$ cat config.mk
export PLATFORM = sky130hd
export DESIGN_NAME = alu_issue_stage
export DESIGN_NICKNAME = d
export VERILOG_FILES = /design/src/rtl/alu_pkg.sv /design/src/rtl/alu_cmd_fifo.sv /design/src/rtl/alu_issue_stage.sv
export SDC_FILE = /design/constraint.sdc
export NUM_CORES = 1
export LEC_CHECK = 0
export BUFFER_PORTS_ARGS = -buffer_cell sky130_fd_sc_hd__clkbuf_2
export CAP_MARGIN = 30
export CORE_MARGIN = 4
export CORE_UTILIZATION = 50
export CTS_CLUSTER_SIZE = 24
export DETAILED_ROUTE_END_ITERATION = 10
export PLACE_DENSITY_LB_ADDON = 0.15
export SYNTH_ARGS = -nofsm -noshare
export SYNTH_HDL_FRONTEND = slang
export SYNTH_SLANG_ARGS = --single-unit
$ cat constraint.sdc
create_clock -name clk -period 2.3 [get_ports clk]
set_input_delay 0.23 -clock clk [delete_from_list [all_inputs] [get_ports clk]]
set_output_delay 0.23 -clock clk [all_outputs]
set_load 0.02 [all_outputs]
$ cat src/rtl/alu_pkg.sv
// Shared widths and issue-stage FSM encoding for the alu and its front-end.
package alu_pkg;

  localparam int OP_W  = 4;
  localparam int SEL_W = 3;
  localparam int RES_W = 8;

  typedef enum logic [1:0] {
    IDLE = 2'd0,
    EXEC = 2'd1,
    HOLD = 2'd2
  } issue_state_t;

endpackage

$ cat src/rtl/alu_cmd_fifo.sv
// Command buffer in front of the ALU: DEPTH entries, registered occupancy,
// head entry visible combinationally on pop_data.
module alu_cmd_fifo #(
  parameter int DEPTH  = 4,
  parameter int WIDTH  = 11,
  parameter int FILL_W = $clog2(DEPTH) + 1
) (
  input  logic              clk,
  input  logic              rst_n,
  input  logic              push,
  input  logic [WIDTH-1:0]  push_data,
  input  logic              pop,
  output logic [WIDTH-1:0]  pop_data,
  output logic [FILL_W-1:0] fill,
  output logic              full,
  output logic              empty
);

  localparam int PTR_W = (DEPTH > 1) ? $clog2(DEPTH) : 1;

  logic [WIDTH-1:0]  mem_r [DEPTH];
  logic [PTR_W-1:0]  wr_ptr_r;
  logic [PTR_W-1:0]  rd_ptr_r;
  logic [FILL_W-1:0] fill_r;
  logic              push_ok_s;
  logic              pop_ok_s;

  assign full      = (fill_r == FILL_W'(DEPTH));
  assign empty     = (fill_r == {FILL_W{1'b0}});
  assign push_ok_s = push && !full;
  assign pop_ok_s  = pop && !empty;
  assign pop_data  = mem_r[rd_ptr_r];
  assign fill      = fill_r;

  // Storage and pointers; DEPTH is a power of two so pointers wrap naturally.
  always_ff @(posedge clk or negedge rst_n) begin
    if (!rst_n) begin
      for (int i = 0; i < DEPTH; i++) begin
        mem_r[i] <= {WIDTH{1'b0}};
      end
      wr_ptr_r <= {PTR_W{1'b0}};
      rd_ptr_r <= {PTR_W{1'b0}};
    end else begin
      if (push_ok_s) begin
        mem_r[wr_ptr_r] <= push_data;
        wr_ptr_r        <= wr_ptr_r + PTR_W'(1);
      end
      if (pop_ok_s) begin
        rd_ptr_r <= rd_ptr_r + PTR_W'(1);
      end
    end
  end

  // Occupancy; a simultaneous push and pop leaves it unchanged.
  always_ff @(posedge clk or negedge rst_n) begin
    if (!rst_n) begin
      fill_r <= {FILL_W{1'b0}};
    end else begin
      case ({push_ok_s, pop_ok_s})
        2'b10:   fill_r <= fill_r + FILL_W'(1);
        2'b01:   fill_r <= fill_r - FILL_W'(1);
        default: fill_r <= fill_r;
      endcase
    end
  end

endmodule

$ cat src/rtl/alu_issue_stage.sv
// Sequential front-end for the combinational alu: buffers commands, drives the
// alu operands for a settle cycle, and returns the captured result.
module alu_issue_stage #(
  parameter int DEPTH = 4,
  parameter int OP_W  = alu_pkg::OP_W,
  parameter int SEL_W = alu_pkg::SEL_W,
  parameter int RES_W = alu_pkg::RES_W
) (
  input  logic                     clk,
  input  logic                     rst_n,
  input  logic                     cmd_valid,
  output logic                     cmd_ready,
  input  logic [OP_W-1:0]          cmd_a,
  input  logic [OP_W-1:0]          cmd_b,
  input  logic [SEL_W-1:0]         cmd_sel,
  output logic [OP_W-1:0]          alu_a,
  output logic [OP_W-1:0]          alu_b,
  output logic [SEL_W-1:0]         alu_sel,
  input  logic [RES_W-1:0]         alu_res,
  output logic                     res_valid,
  input  logic                     res_ready,
  output logic [RES_W-1:0]         res_data,
  output logic [SEL_W-1:0]         res_sel,
  output logic [$clog2(DEPTH):0]   fill,
  output logic [7:0]               op_count
);

  import alu_pkg::*;

  localparam int CMD_W  = 2 * OP_W + SEL_W;
  localparam int FILL_W = $clog2(DEPTH) + 1;

  issue_state_t      state_r;
  issue_state_t      state_nxt_s;
  logic              pop_s;
  logic              hs_s;
  logic              full_s;
  logic              empty_s;
  logic [CMD_W-1:0]  head_s;
  logic [FILL_W-1:0] fill_s;

  logic [OP_W-1:0]   alu_a_r;
  logic [OP_W-1:0]   alu_b_r;
  logic [SEL_W-1:0]  alu_sel_r;
  logic              res_valid_r;
  logic [RES_W-1:0]  res_data_r;
  logic [SEL_W-1:0]  res_sel_r;
  logic [7:0]        op_count_r;

  alu_cmd_fifo #(
    .DEPTH  (DEPTH),
    .WIDTH  (CMD_W),
    .FILL_W (FILL_W)
  ) u_fifo (
    .clk       (clk),
    .rst_n     (rst_n),
    .push      (cmd_valid),
    .push_data ({cmd_sel, cmd_b, cmd_a}),
    .pop       (pop_s),
    .pop_data  (head_s),
    .fill      (fill_s),
    .full      (full_s),
    .empty     (empty_s)
  );

  assign cmd_ready = !full_s;
  assign hs_s      = (state_r == HOLD) && res_ready;

  // Next-state and pop decision; a pop happens only from IDLE or on a HOLD handshake.
  always_comb begin
    pop_s       = 1'b0;
    state_nxt_s = state_r;
    case (state_r)
      IDLE: begin
        if (!empty_s) begin
          pop_s       = 1'b1;
          state_nxt_s = EXEC;
        end else begin
          state_nxt_s = IDLE;
        end
      end
      EXEC: begin
        state_nxt_s = HOLD;
      end
      HOLD: begin
        if (res_ready) begin
          if (!empty_s) begin
            pop_s       = 1'b1;
            state_nxt_s = EXEC;
          end else begin
            state_nxt_s = IDLE;
          end
        end else begin
          state_nxt_s = HOLD;
        end
      end
      default: begin
        state_nxt_s = IDLE;
      end
    endcase
  end

  // State, operand, result and counter registers.
  always_ff @(posedge clk or negedge rst_n) begin
    if (!rst_n) begin
      state_r     <= IDLE;
      alu_a_r     <= {OP_W{1'b0}};
      alu_b_r     <= {OP_W{1'b0}};
      alu_sel_r   <= {SEL_W{1'b0}};
      res_valid_r <= 1'b0;
      res_data_r  <= {RES_W{1'b0}};
      res_sel_r   <= {SEL_W{1'b0}};
      op_count_r  <= 8'd0;
    end else begin
      state_r <= state_nxt_s;
      // Operands move only on a pop so the alu inputs stay quiet in EXEC/HOLD.
      if (pop_s) begin
        {alu_sel_r, alu_b_r, alu_a_r} <= head_s;
      end
      if (state_r == EXEC) begin
        res_data_r  <= alu_res;
        res_sel_r   <= alu_sel_r;
        res_valid_r <= 1'b1;
      end else if (hs_s) begin
        res_valid_r <= 1'b0;
      end
      if (hs_s) begin
        op_count_r <= op_count_r + 8'd1;
      end
    end
  end

  assign alu_a     = alu_a_r;
  assign alu_b     = alu_b_r;
  assign alu_sel   = alu_sel_r;
  assign res_valid = res_valid_r;
  assign res_data  = res_data_r;
  assign res_sel   = res_sel_r;
  assign fill      = fill_s;
  assign op_count  = op_count_r;

endmodule
==> metrics.txt <==
beginning of the critical path=u_fifo.fill[0]; clock slew at reported path FFs=0.08 ns; Mapped Area=3630 um2; CTS Buf Count=9; Min-Delay Path Class=input pin to flip-flop; vias=2,044; hold_ws=0.113 ns; initial antenna violation count=0; DP Wirelength=4450 um; Clock Skew=0.00717 ns; drt drc=0; cell family with the largest share of critical-path delay=simple AND/OR/NAND/NOR gates; max incr delay on CP=0.43 ns; antenna cells=0; Pwr Density=1540 nW/um2; min cycle time layout=2.12 ns; most frequent cells in the layout=84 x dfrtp_1, 58 x mux2_2, 56 x clkbuf_2, 12 x clkbuf_8, 12 x buf_4; Critical Path End Type=flip-flop; Worst slew margin=60.7%; final wirelength=6490 um; Final ANT Viol Nets=0; I/O Buffers=57; CP Max Fanout=5; instance count on the critical path=8; worst-skew pair later-pin latency=0.34 ns; # rows=30; Die X=93.2 um; core area=6910 um2; cell count after synthesis=225; Layout Utilization=61.7%; RD Place Congestion=0.693; flops & latches, synth=84; Clock Root Buffer=clkbuf_8; Syn Nets=255; CP Buf/Inv Count=1; r2r endpoint=u_fifo.fill[2]; leakage power=1.98 nW; mean post-synth cell area=16.1 um2; 1st-pass router iterations=4; Unique masters post-synth=30; CP most frequent cell=xor2_1; Worst path slowest cell=dfrtp_1; Post CTS Setup Buffer Count=0; grt ovf=0; most common cell after layout, fill and taps aside=dfrtp_1; largest net degree at the start of global routing=47; Max rail drop VDD=837 uV; Ports=58; TritonCTS clock tree=yes; status=finished, final reports clean; Wirelength per Cell=16.4 um; reported max-cap violation count=0; fin nets=326; max-slew violations=0; Worst-Margin Slew=0.589 ns; fill count=582; Multi-input gate area=1440 um2; sequential cell area=2100 um2; Detailed Route Iter0 Violations=56; Clock Path Buffers=2; sequential fraction of the synthesis area=57.9%; endpoints failing setup=0; CP Cell Sequence=or3b_1 -> nand2_1 -> ha_1 -> inv_1 -> fa_1 -> xor2_1 -> nor2_1 -> xor2_1; number of global-route vias before repair=2,156; CP arrival=2.38 ns; die area=8680 um2; unrepaired setup endpoints after global routing=false; CP startpoint kind=flip-flop; first-pass GRT wire length=10,900 um; Layout Area Growth over Synthesis=17.4%; Setup TNS Final=0 ns; Die Height=93.2 um; YS warnings=0; # clock sinks=84; r2r startpoint=u_fifo.fill[0]; fmax=473 MHz; Via-to-Cell Ratio=5.16; htree depth=3; largest area contributor in the netlist=dfrtp_1; layout cells sized above 1=54.3%; initial core utilization=52.5%; Reg2Reg Setup Slack=0.18 ns; Synth top area share=57.9%; cell count of the worst reg-to-reg path=8; gr usage total=16.4%; CP endpoint=u_fifo.fill[2]; final-report hold violation count=0; post-route clock period utilization=92.0%; Req. time, crit path=2.57 ns; main area contributors after synthesis=dfrtp_1 58%, mux2_2 18%, mux4_2 6.8%, mux2_4 4.1%, ha_1 2.1%; Setup Crit Path Kind=flip-flop to flip-flop
[Yosys cell counts]
| cell type | n |
|---|---|
| dfrtp_1 | 84 |
| mux2_2 | 58 |
| mux4_2 | 11 |
| mux2_4 | 10 |
| xor2_1 | 8 |
| ha_1 | 6 |
| nand3_1 | 6 |
| inv_1 | 5 |
| nor3_1 | 5 |
| xnor2_1 | 5 |
| buf_4 | 4 |
| buf_2 | 2 |
| nand2_1 | 2 |
| nor2_1 | 2 |
| nor2b_1 | 2 |
| and3_1 | 1 |
| and3_4 | 1 |
| and4b_1 | 1 |
| buf_12 | 1 |
| buf_6 | 1 |
| clkbuf_1 | 1 |
| fa_1 | 1 |
| mux2i_1 | 1 |
| nand3b_1 | 1 |
| nand4_1 | 1 |
| nor3b_1 | 1 |
| nor4b_1 | 1 |
| o21a_1 | 1 |
| or2_2 | 1 |
| or3b_1 | 1 |
[worst register-to-register path, delay by kind of cell, from the launching register on]
family / cells / cell delay, ns
AND/OR/NAND/NOR: 3 / 0.66
adder cells (fa/ha/maj): 2 / 0.58
buffers and inverters: 1 / 0.07
flip-flops: 1 / 0.43
XOR/XNOR: 2 / 0.31
[registers in the layout, summed over array words and instances, names as in the netlist]
signal	count
op_count	8
alu_a	4
res_data	8
u_fifo.rd_ptr_r	2
alu_sel	3
res_sel	3
res_valid	1
u_fifo.wr_ptr_r	2
u_fifo.fill	3
u_fifo.mem_r	44
state_r	2
alu_b	4
[metal layers]
layer  routed length [um]  track usage (%)  vias to the layer above
met1                 2890             21.8                     1061
li1                     -                -                      946
met5                    0                0                        -
met3                  272             5.31                        6
met2                 3270             26.0                       31
met4                   65             4.76                        0
[area by class of cell]
class | count | area share (%)
multi-input combinational | 127 | 33.7
clock buffer | 14 | 4.05
inverter | 5 | 0.440
timing repair buffer | 69 | 8.93
tap | 96 | 2.82
sequential | 84 | 49.3
clock inverter | 1 | 0.705
[worst min-delay path by stage]
stage | depth (start not counted) | from | slack [ns] | end
5_1_grt | 2 | alu_res[2] | 0.09 | res_data[2]
4_1_cts | 2 | alu_res[2] | 0.09 | res_data[2]
2_1_floorplan | 0 | rst_n | -0.07 | alu_a[0]
3_5_place_dp | 1 | rst_n | 0.27 | u_fifo.mem_r[24]
3_3_place_gp | 1 | rst_n | 0.27 | u_fifo.mem_r[24]
6_report | 2 | alu_res[2] | 0.11 | res_data[2]
[power by group]
group | internal (mW) | switching (mW) | leakage [nW] | total (mW)
logic | 1.56 | 1.24 | 0.877 | 2.80
registers | 2.23 | 0.466 | 1.00 | 2.69
clock network | 0.587 | 0.482 | 0.103 | 1.07
total | 4.38 | 2.19 | 1.98 | 6.56
[repair_timing]
item	CTS	global route
endpoints found under the hold margin	43	0
gates resized for setup	0	0
hold buffers	1	0
[metrics by stage]
| step | cell area, um2 | std cells | total power, mW | worst slack [ns] |
|---|---|---|---|---|
| floorplan | 3630 | 225 | 4.80 | 0.0146 |
| global route | 4260 | 396 | 7.02 | 0.0326 |
| CTS | 4260 | 396 | 6.67 | 0.155 |
| global placement | 4050 | 380 | 5.48 | 0.260 |
| detailed placement | 4050 | 380 | 5.58 | 0.200 |
| finish | 4260 | 396 | 6.56 | 0.184 |
[cells by family (layout without fill, tap and decap cells)]
kind of cell / after synthesis / in the layout / share of synthesized area, %
multiplexers: 80 / 80 / 29.2
XOR/XNOR: 13 / 13 / 3.14
AO/OA/AOI/OAI: 1 / 1 / 0.207
AND/OR/NAND/NOR: 26 / 26 / 4.28
adder cells (fa/ha/maj): 7 / 7 / 2.62
buffers and inverters: 14 / 89 / 2.59
flip-flops: 84 / 84 / 57.9
No activity file was read; power rests on OpenSTA's default activity.
